===== config.mk =====
export PLATFORM = sky130hd
export DESIGN_NAME = clk_reset_sequencer
export DESIGN_NICKNAME = d
export VERILOG_FILES = /design/src/rtl/clk_reset_sequencer_pkg.sv /design/src/rtl/clk_reset_sequencer_sync_debounce.sv /design/src/rtl/clk_reset_sequencer.sv
export SDC_FILE = /design/constraint.sdc
export NUM_CORES = 1
export LEC_CHECK = 0
export BUFFER_PORTS_ARGS = -buffer_cell sky130_fd_sc_hd__buf_2
export CELL_PAD_IN_SITES_DETAIL_PLACEMENT = 1
export CELL_PAD_IN_SITES_GLOBAL_PLACEMENT = 1
export CORE_MARGIN = 5
export CORE_UTILIZATION = 47
export CTS_CLUSTER_DIAMETER = 200
export CTS_CLUSTER_SIZE = 40
export DETAILED_ROUTE_END_ITERATION = 7
export PLACE_DENSITY_LB_ADDON = 0.2
export SLEW_MARGIN = 10
export SYNTH_ARGS = -nofsm -noshare
export SYNTH_HDL_FRONTEND = slang
export SYNTH_SLANG_ARGS = --single-unit

===== constraint.sdc =====
create_clock -name clk -period 2.2 [get_ports clk]
set_input_delay 0.33 -clock clk [delete_from_list [all_inputs] [get_ports clk]]
set_output_delay 0.33 -clock clk [all_outputs]
set_load 0.02 [all_outputs]

===== src/rtl/clk_reset_sequencer_pkg.sv =====
// Shared types and constants for the clock/reset sequencer.
package clk_reset_sequencer_pkg;

    // Sequencer states; the encoding is visible on state_dbg.
    typedef enum logic [1:0] {
        ST_HOLD   = 2'd0,
        ST_STABLE = 2'd1,
        ST_MEM    = 2'd2,
        ST_RUN    = 2'd3
    } seq_state_e;

    localparam int LOSS_CNT_W = 8;
    localparam logic [LOSS_CNT_W-1:0] LOSS_CNT_MAX = '1;

    // Larger of two integers, used to size the shared phase counter.
    function automatic int max_int(input int a, input int b);
        return (a > b) ? a : b;
    endfunction

endpackage


===== src/rtl/clk_reset_sequencer_sync_debounce.sv =====
// Synchronizer chain with an optional consecutive-high debounce filter.
// With CYCLES=1 the filter is transparent and the block is a plain synchronizer.
module sync_debounce #(
    parameter int STAGES = 2,
    parameter int CYCLES = 1
) (
    input  logic clk,
    input  logic rst_n,
    input  logic din_i,
    output logic dout_o
);

    localparam int CNT_W = (CYCLES > 1) ? $clog2(CYCLES) : 1;
    localparam logic [CNT_W-1:0] CNT_LAST = CNT_W'(CYCLES - 1);

    logic [STAGES-1:0] sync_q;
    logic [CNT_W-1:0]  cnt_q;
    logic [CNT_W-1:0]  cnt_d;
    logic              din_s;

    assign din_s = sync_q[STAGES-1];

    // Shift the asynchronous input through the synchronizer and update the debounce count.
    always_ff @(posedge clk or negedge rst_n) begin
        if (!rst_n) begin
            sync_q <= '0;
            cnt_q  <= '0;
        end else begin
            // NOTE: non-blocking so every flop samples its pre-edge neighbour.
            sync_q <= {sync_q[STAGES-2:0], din_i};
            cnt_q  <= cnt_d;
        end
    end

    // Count consecutive synchronized-high cycles, holding at the last value.
    always_comb begin
        // NOTE: default assignment first, so no path leaves cnt_d unassigned (no latch).
        cnt_d = cnt_q;
        if (!din_s) begin
            cnt_d = '0;
        end else if (cnt_q != CNT_LAST) begin
            cnt_d = cnt_q + CNT_W'(1);
        end
    end

    // Accepted once the count has saturated and the input is still high; drops with the input.
    assign dout_o = din_s && (cnt_q == CNT_LAST);

endmodule


===== src/rtl/clk_reset_sequencer.sv =====
// Staged reset sequencer: qualifies PLL lock, releases memory reset first and
// processor reset MEM_LEAD_CYCLES later, and re-enters reset on lock loss or button.
module clk_reset_sequencer
    import clk_reset_sequencer_pkg::*;
#(
    parameter int SYNC_STAGES         = 2,
    parameter int LOCK_STABLE_CYCLES  = 1024,
    parameter int MEM_LEAD_CYCLES     = 16,
    parameter int BTN_DEBOUNCE_CYCLES = 65536
) (
    input  logic                  clk,
    input  logic                  rst_n,
    input  logic                  pll_locked,
    input  logic                  btn_reset,
    output logic                  rst_mem,
    output logic                  rst_proc,
    output logic                  ready,
    output logic [LOSS_CNT_W-1:0] lock_loss_count,
    output logic [1:0]            state_dbg
);

    localparam int CNT_W = $clog2(max_int(LOCK_STABLE_CYCLES, MEM_LEAD_CYCLES) + 1);
    localparam logic [CNT_W-1:0] STABLE_LAST = CNT_W'(LOCK_STABLE_CYCLES - 1);
    localparam logic [CNT_W-1:0] MEM_LAST    = CNT_W'(MEM_LEAD_CYCLES - 1);

    logic                  locked_s;
    logic                  btn_db;
    logic                  lock_lost;
    logic                  in_mem_run;
    seq_state_e            state_q, state_d;
    logic [CNT_W-1:0]      cnt_q, cnt_d;
    logic [LOSS_CNT_W-1:0] llc_q, llc_d;
    logic                  rst_mem_q, rst_mem_d;
    logic                  rst_proc_q, rst_proc_d;
    logic                  ready_q, ready_d;

    sync_debounce #(
        .STAGES (SYNC_STAGES),
        .CYCLES (1)
    ) u_lock_sync (
        .clk    (clk),
        .rst_n  (rst_n),
        .din_i  (pll_locked),
        .dout_o (locked_s)
    );

    sync_debounce #(
        .STAGES (SYNC_STAGES),
        .CYCLES (BTN_DEBOUNCE_CYCLES)
    ) u_btn_sync (
        .clk    (clk),
        .rst_n  (rst_n),
        .din_i  (btn_reset),
        .dout_o (btn_db)
    );

    assign lock_lost  = !locked_s && (state_q != ST_HOLD);
    assign in_mem_run = (state_q == ST_MEM) || (state_q == ST_RUN);

    // State, phase counter, loss counter and registered outputs.
    always_ff @(posedge clk or negedge rst_n) begin
        if (!rst_n) begin
            state_q    <= ST_HOLD;
            cnt_q      <= '0;
            llc_q      <= '0;
            rst_mem_q  <= 1'b1;
            rst_proc_q <= 1'b1;
            ready_q    <= 1'b0;
        end else begin
            state_q    <= state_d;
            cnt_q      <= cnt_d;
            llc_q      <= llc_d;
            rst_mem_q  <= rst_mem_d;
            rst_proc_q <= rst_proc_d;
            ready_q    <= ready_d;
        end
    end

    // Next-state logic: button and lock loss override the normal qualification walk.
    always_comb begin
        state_d = state_q;
        cnt_d   = cnt_q;
        llc_d   = llc_q;

        // Only losses after memory was released are worth counting for debug.
        if (lock_lost && in_mem_run && (llc_q != LOSS_CNT_MAX)) begin
            llc_d = llc_q + LOSS_CNT_W'(1);
        end

        if (btn_db || lock_lost) begin
            state_d = ST_HOLD;
            cnt_d   = '0;
        end else begin
            case (state_q)
                ST_HOLD: begin
                    if (locked_s) begin
                        state_d = ST_STABLE;
                        cnt_d   = '0;
                    end
                end
                ST_STABLE: begin
                    if (cnt_q == STABLE_LAST) begin
                        state_d = ST_MEM;
                        cnt_d   = '0;
                    end else begin
                        cnt_d = cnt_q + CNT_W'(1);
                    end
                end
                ST_MEM: begin
                    if (cnt_q == MEM_LAST) begin
                        state_d = ST_RUN;
                        cnt_d   = '0;
                    end else begin
                        cnt_d = cnt_q + CNT_W'(1);
                    end
                end
                default: begin
                    state_d = state_q;
                end
            endcase
        end
    end

    // Output decode from the next state so outputs move on the same edge as the state.
    always_comb begin
        rst_mem_d  = (state_d == ST_HOLD) || (state_d == ST_STABLE);
        rst_proc_d = (state_d != ST_RUN);
        ready_d    = (state_d == ST_RUN);
    end

    assign rst_mem         = rst_mem_q;
    assign rst_proc        = rst_proc_q;
    assign ready           = ready_q;
    assign lock_loss_count = llc_q;
    assign state_dbg       = state_q;

endmodule


==> summary.txt <==
Timing
  • Number of hold-slack violations in the final timing report: 0
  • Maximum frequency from static timing analysis: 497.1 MHz
  • Pins Over Slew Limit: 0
  • Post-route minimum period: 2.012 ns
  • Worst slack on hold paths: 0.1313 ns
  • Final clock skew: 0.01193 ns
  • Number of setup violations in the final report: 0
  • Slew at the pin closest to its max-slew limit: 0.5797 ns
  • RSZ-0062 raised after global routing: false
  • Setup TNS: 0 ns
  • Worst slew slack as a fraction of its limit: 61.35%
  • Period Utilization, post-route: 91.43%

Finish
  • Share of post-route cells with drive strength above 1: 18.88%
  • Synthesis-to-finish area growth: 13.93%
  • Number of diodes added for antenna fixing: 0
  • Filler Cell Count: 520
  • Layout Nets: 259

Power
  • Share of total power consumed by net switching: 27.91%
  • Internal Power: 0.001318 W
  • Clock network fraction of design power: 35.4%
  • Power density over the cells: 717.6 nW/µm²
  • Maximum vdd ir drop: 0.3754 mV
  • Net switching component of the power: 0.0005104 W
  • Leakage power total: 1.160 nW
  • Share of total power in combinational logic: 17.5%
  • Sequential power share: 47.1%

Clocking
  • Root buffer cell: clkbuf_8
  • Later-pin clock latency in the skew report: 0.30 ns
  • Total CTS buffers: 5
  • Clock sink count: 44
  • CTS tree: built
  • Max clock buf depth: 2
  • Clock slew at the register clock pins of the worst setup and hold paths: 0.09 ns
  • Maximum level of the CTS H-tree: 2

Global routing
  • Overall global routing resource usage: 17.63%
  • Maximum number of pins on one net before global-route repair: 19
  • Wire length of the first global-routing pass: 8776 µm
  • Initial antenna violation count: 0
  • Number of global-route vias before repair: 1880
  • GRT Residual Overflow: 0

Yosys
  • Yosys warnings: 0
  • Post-Synthesis Cell Area: 2237 µm²
  • Post-synthesis area per instance: 10.12 µm²
  • Unique cell type count in the Yosys netlist: 48
  • Share of synthesized area occupied by flip-flops and latches: 49.33%
  • Async set-reset flop share out of synthesis: 100.0%
  • Number of standard cells after synthesis: 221
  • Syn_nets: 232
  • Most used flip-flop cell after synthesis: dfrtp_1
  • Number of flops mapped to enable cells by yosys: 0
  • Synthesized flop and latch total: 44

Worst setup path
  • Setup crit end: cnt_q[8]
  • Class of the most critical setup path: flop to flop
  • Endpoint of the worst register-to-register path: cnt_q[8]
  • Cell with the largest stage delay on the worst path: dfrtp_1
  • Crit-path leading delay family: simple AND/OR/NAND/NOR gates
  • Crit path buf inv count: 1
  • Number of cells traversed by the worst register-to-register path: 7
  • Arrival time worst endpoint: 2.20 ns
  • Series of cell instances along the critical path: inv_1, ha_1, nor2_1, a21o_1, or2b_2, a21oi_1, a211oi_2
  • Worst reg-to-reg setup slack: 0.19 ns
  • Data required time of the critical path: 2.39 ns
  • Slowest Stage Delay on Critical Path: 0.47 ns
  • Crit end category: flop
  • CP Launch Type: flop
  • First element of the critical path: state_dbg[1]
  • Worst-path fanout max: 7
  • Instance count on the critical path: 7
  • Reg-to-reg critical path startpoint: state_dbg[1]

Drt
  • DRC marker count from the first detailed-route iteration: 75
  • First drt pass iteration count: 4
  • DRT antenna net count: 0
  • Total wire length: 4871 µm
  • Routed via count divided by cell count: 5.627
  • Via count: 1705
  • Number of remaining DRC errors: 0
  • DR WL/cell: 16.08 µm

Outcome
  • Run status: completed

Floorplan
  • Total number of placement rows: 25
  • Ports placed on the boundary: 17
  • Die Width: 78.99 µm
  • Core area: 4661 µm²
  • Area enclosed by the die boundary: 6239 µm²
  • Die Height: 78.99 µm
  • Starting utilization of the core area: 48.00%

Worst hold path
  • Class of the tightest hold or removal check: input port to flop
  • Number of stages on the worst hold path: 1

Placed design
  • Half-perimeter wire length of the detailed placement result: 3718 µm
  • Buffers on Ports: 16
  • Routability congestion estimate from global placement: 0.7788

Job
  • Number of maximum-capacitance violations: 0
## per-layer routing
| metal | global-route usage (%) | share of wire, % | vias up |
|---|---|---|---|
| met3 | 3.401 | 2.0 | 7 |
| met4 | 4.639 | 1.2 | 0 |
| met5 | 0 | 0 | - |
| met1 | 22.29 | 47 | 842 |
| li1 | - | - | 845 |
| met2 | 30.81 | 50 | 11 |
## per-stage QoR
step / power, W / setup slack [ns] / area, µm² / cells / util [%]
floorplan: 0.001093 / 0.3039 / 2237 / 221 / -
global placement: 0.001191 / 0.2339 / 2414 / 294 / 51.79
detailed placement: 0.001199 / 0.1476 / 2414 / 294 / 51.79
CTS: 0.001861 / 0.1196 / 2545 / 303 / 54.60
global route: 0.001943 / 0.01379 / 2549 / 303 / 54.68
finish: 0.001829 / 0.1885 / 2549 / 303 / 54.68
## cell families after synthesis
logic type                 count (synthesis)  share of synthesized area (%)
adders and majority gates                  7                          3.915
and+or+nand+nor                           97                          23.49
DFF                                       44                          49.33
muxes                                      1                         0.4474
buffers and inverters                     11                          2.069
xor gates and xnor gates                  20                          7.830
AOI/OAI and AO/OA                         41                          12.92
## final cells by class
cell class | instances | area (µm²) | area share [%]
Multi-Input combinational cell | 166 | 1091 | 42.81
Inverter | 8 | 30.03 | 1.178
Clock buffer | 6 | 82.58 | 3.240
Tap cell | 54 | 67.56 | 2.651
Clock inverter | 2 | 38.79 | 1.522
Timing Repair Buffer | 23 | 135.1 | 5.302
Sequential cell | 44 | 1104 | 43.30
## what timing repair did
action                                 4_1_cts  5_1_grt
endpoints found under the hold margin       13        0
setup endpoints to repair                    0        1
hold buffers                                 1        0
gates resized for setup                      0        1
buffers inserted                             0        0
## worst min-delay path by stage
stage                     startpoint                    to  slack [ns]
final                      btn_reset  u_btn_sync.sync_q[0]        0.13
after floorplan                rst_n              cnt_q[0]        0.03
after detailed placement       rst_n              cnt_q[4]        0.25
after global routing       btn_reset  u_btn_sync.sync_q[0]        0.11
after CTS                  btn_reset  u_btn_sync.sync_q[0]        0.11
after global placement         rst_n              cnt_q[4]        0.25
## Yosys cell counts (2+ instances only)
cell type,n,area [µm²]
a211oi_2,2,25.02
a21o_1,2,15.01
a21oi_1,9,45.04
a31oi_1,8,50.05
and3_1,6,37.54
and4_1,2,17.52
dfrtp_1,42,1051
dfstp_2,2,52.55
ha_1,7,87.58
inv_1,8,30.03
nand2_1,13,48.80
nand2b_1,2,12.51
nand3_1,12,60.06
nand4_1,8,50.05
nand4_2,2,25.02
nor2_1,27,101.4
nor3_1,8,40.04
nor3b_1,2,15.01
nor4_1,2,12.51
nor4_2,2,25.02
nor4b_1,3,26.28
o21ai_0,6,30.03
o21ai_1,2,10.01
or2_2,2,12.51
xnor2_1,10,87.58
xor2_1,10,87.58
## layout by cell type, fill, tap and decap left out, types with 9 or more instances in the layout
| master | Yosys | final |
|---|---|---|
| dfrtp_1 | 42 | 42 |
| nor2_1 | 27 | 27 |
| buf_2 | 1 | 16 |
| nand2_1 | 13 | 13 |
| nand3_1 | 12 | 12 |
| xor2_1 | 10 | 10 |
| xnor2_1 | 10 | 10 |
| a21oi_1 | 9 | 9 |
## registers in the layout, indices dropped and copies added (netlist names)
| register | cells |
|---|---|
| u_btn_sync.cnt_q | 16 |
| rst_proc | 1 |
| state_dbg | 2 |
| lock_loss_count | 8 |
| cnt_q | 11 |
| u_btn_sync.sync_q | 2 |
| ready | 1 |
| u_lock_sync.sync_q | 2 |
| rst_mem | 1 |
## power by group through the flow
stage	sequential, W	clock [W]	combinational, W
2_1_floorplan	0.000882	0	0.000211
6_report	0.000862	0.000648	0.000319
3_3_place_gp	0.000875	0	0.000315
5_1_grt	0.000868	0.000711	0.000364
4_1_cts	0.000861	0.000676	0.000324
3_5_place_dp	0.000878	0	0.000321
No activity file was read; power rests on OpenSTA's default activity.
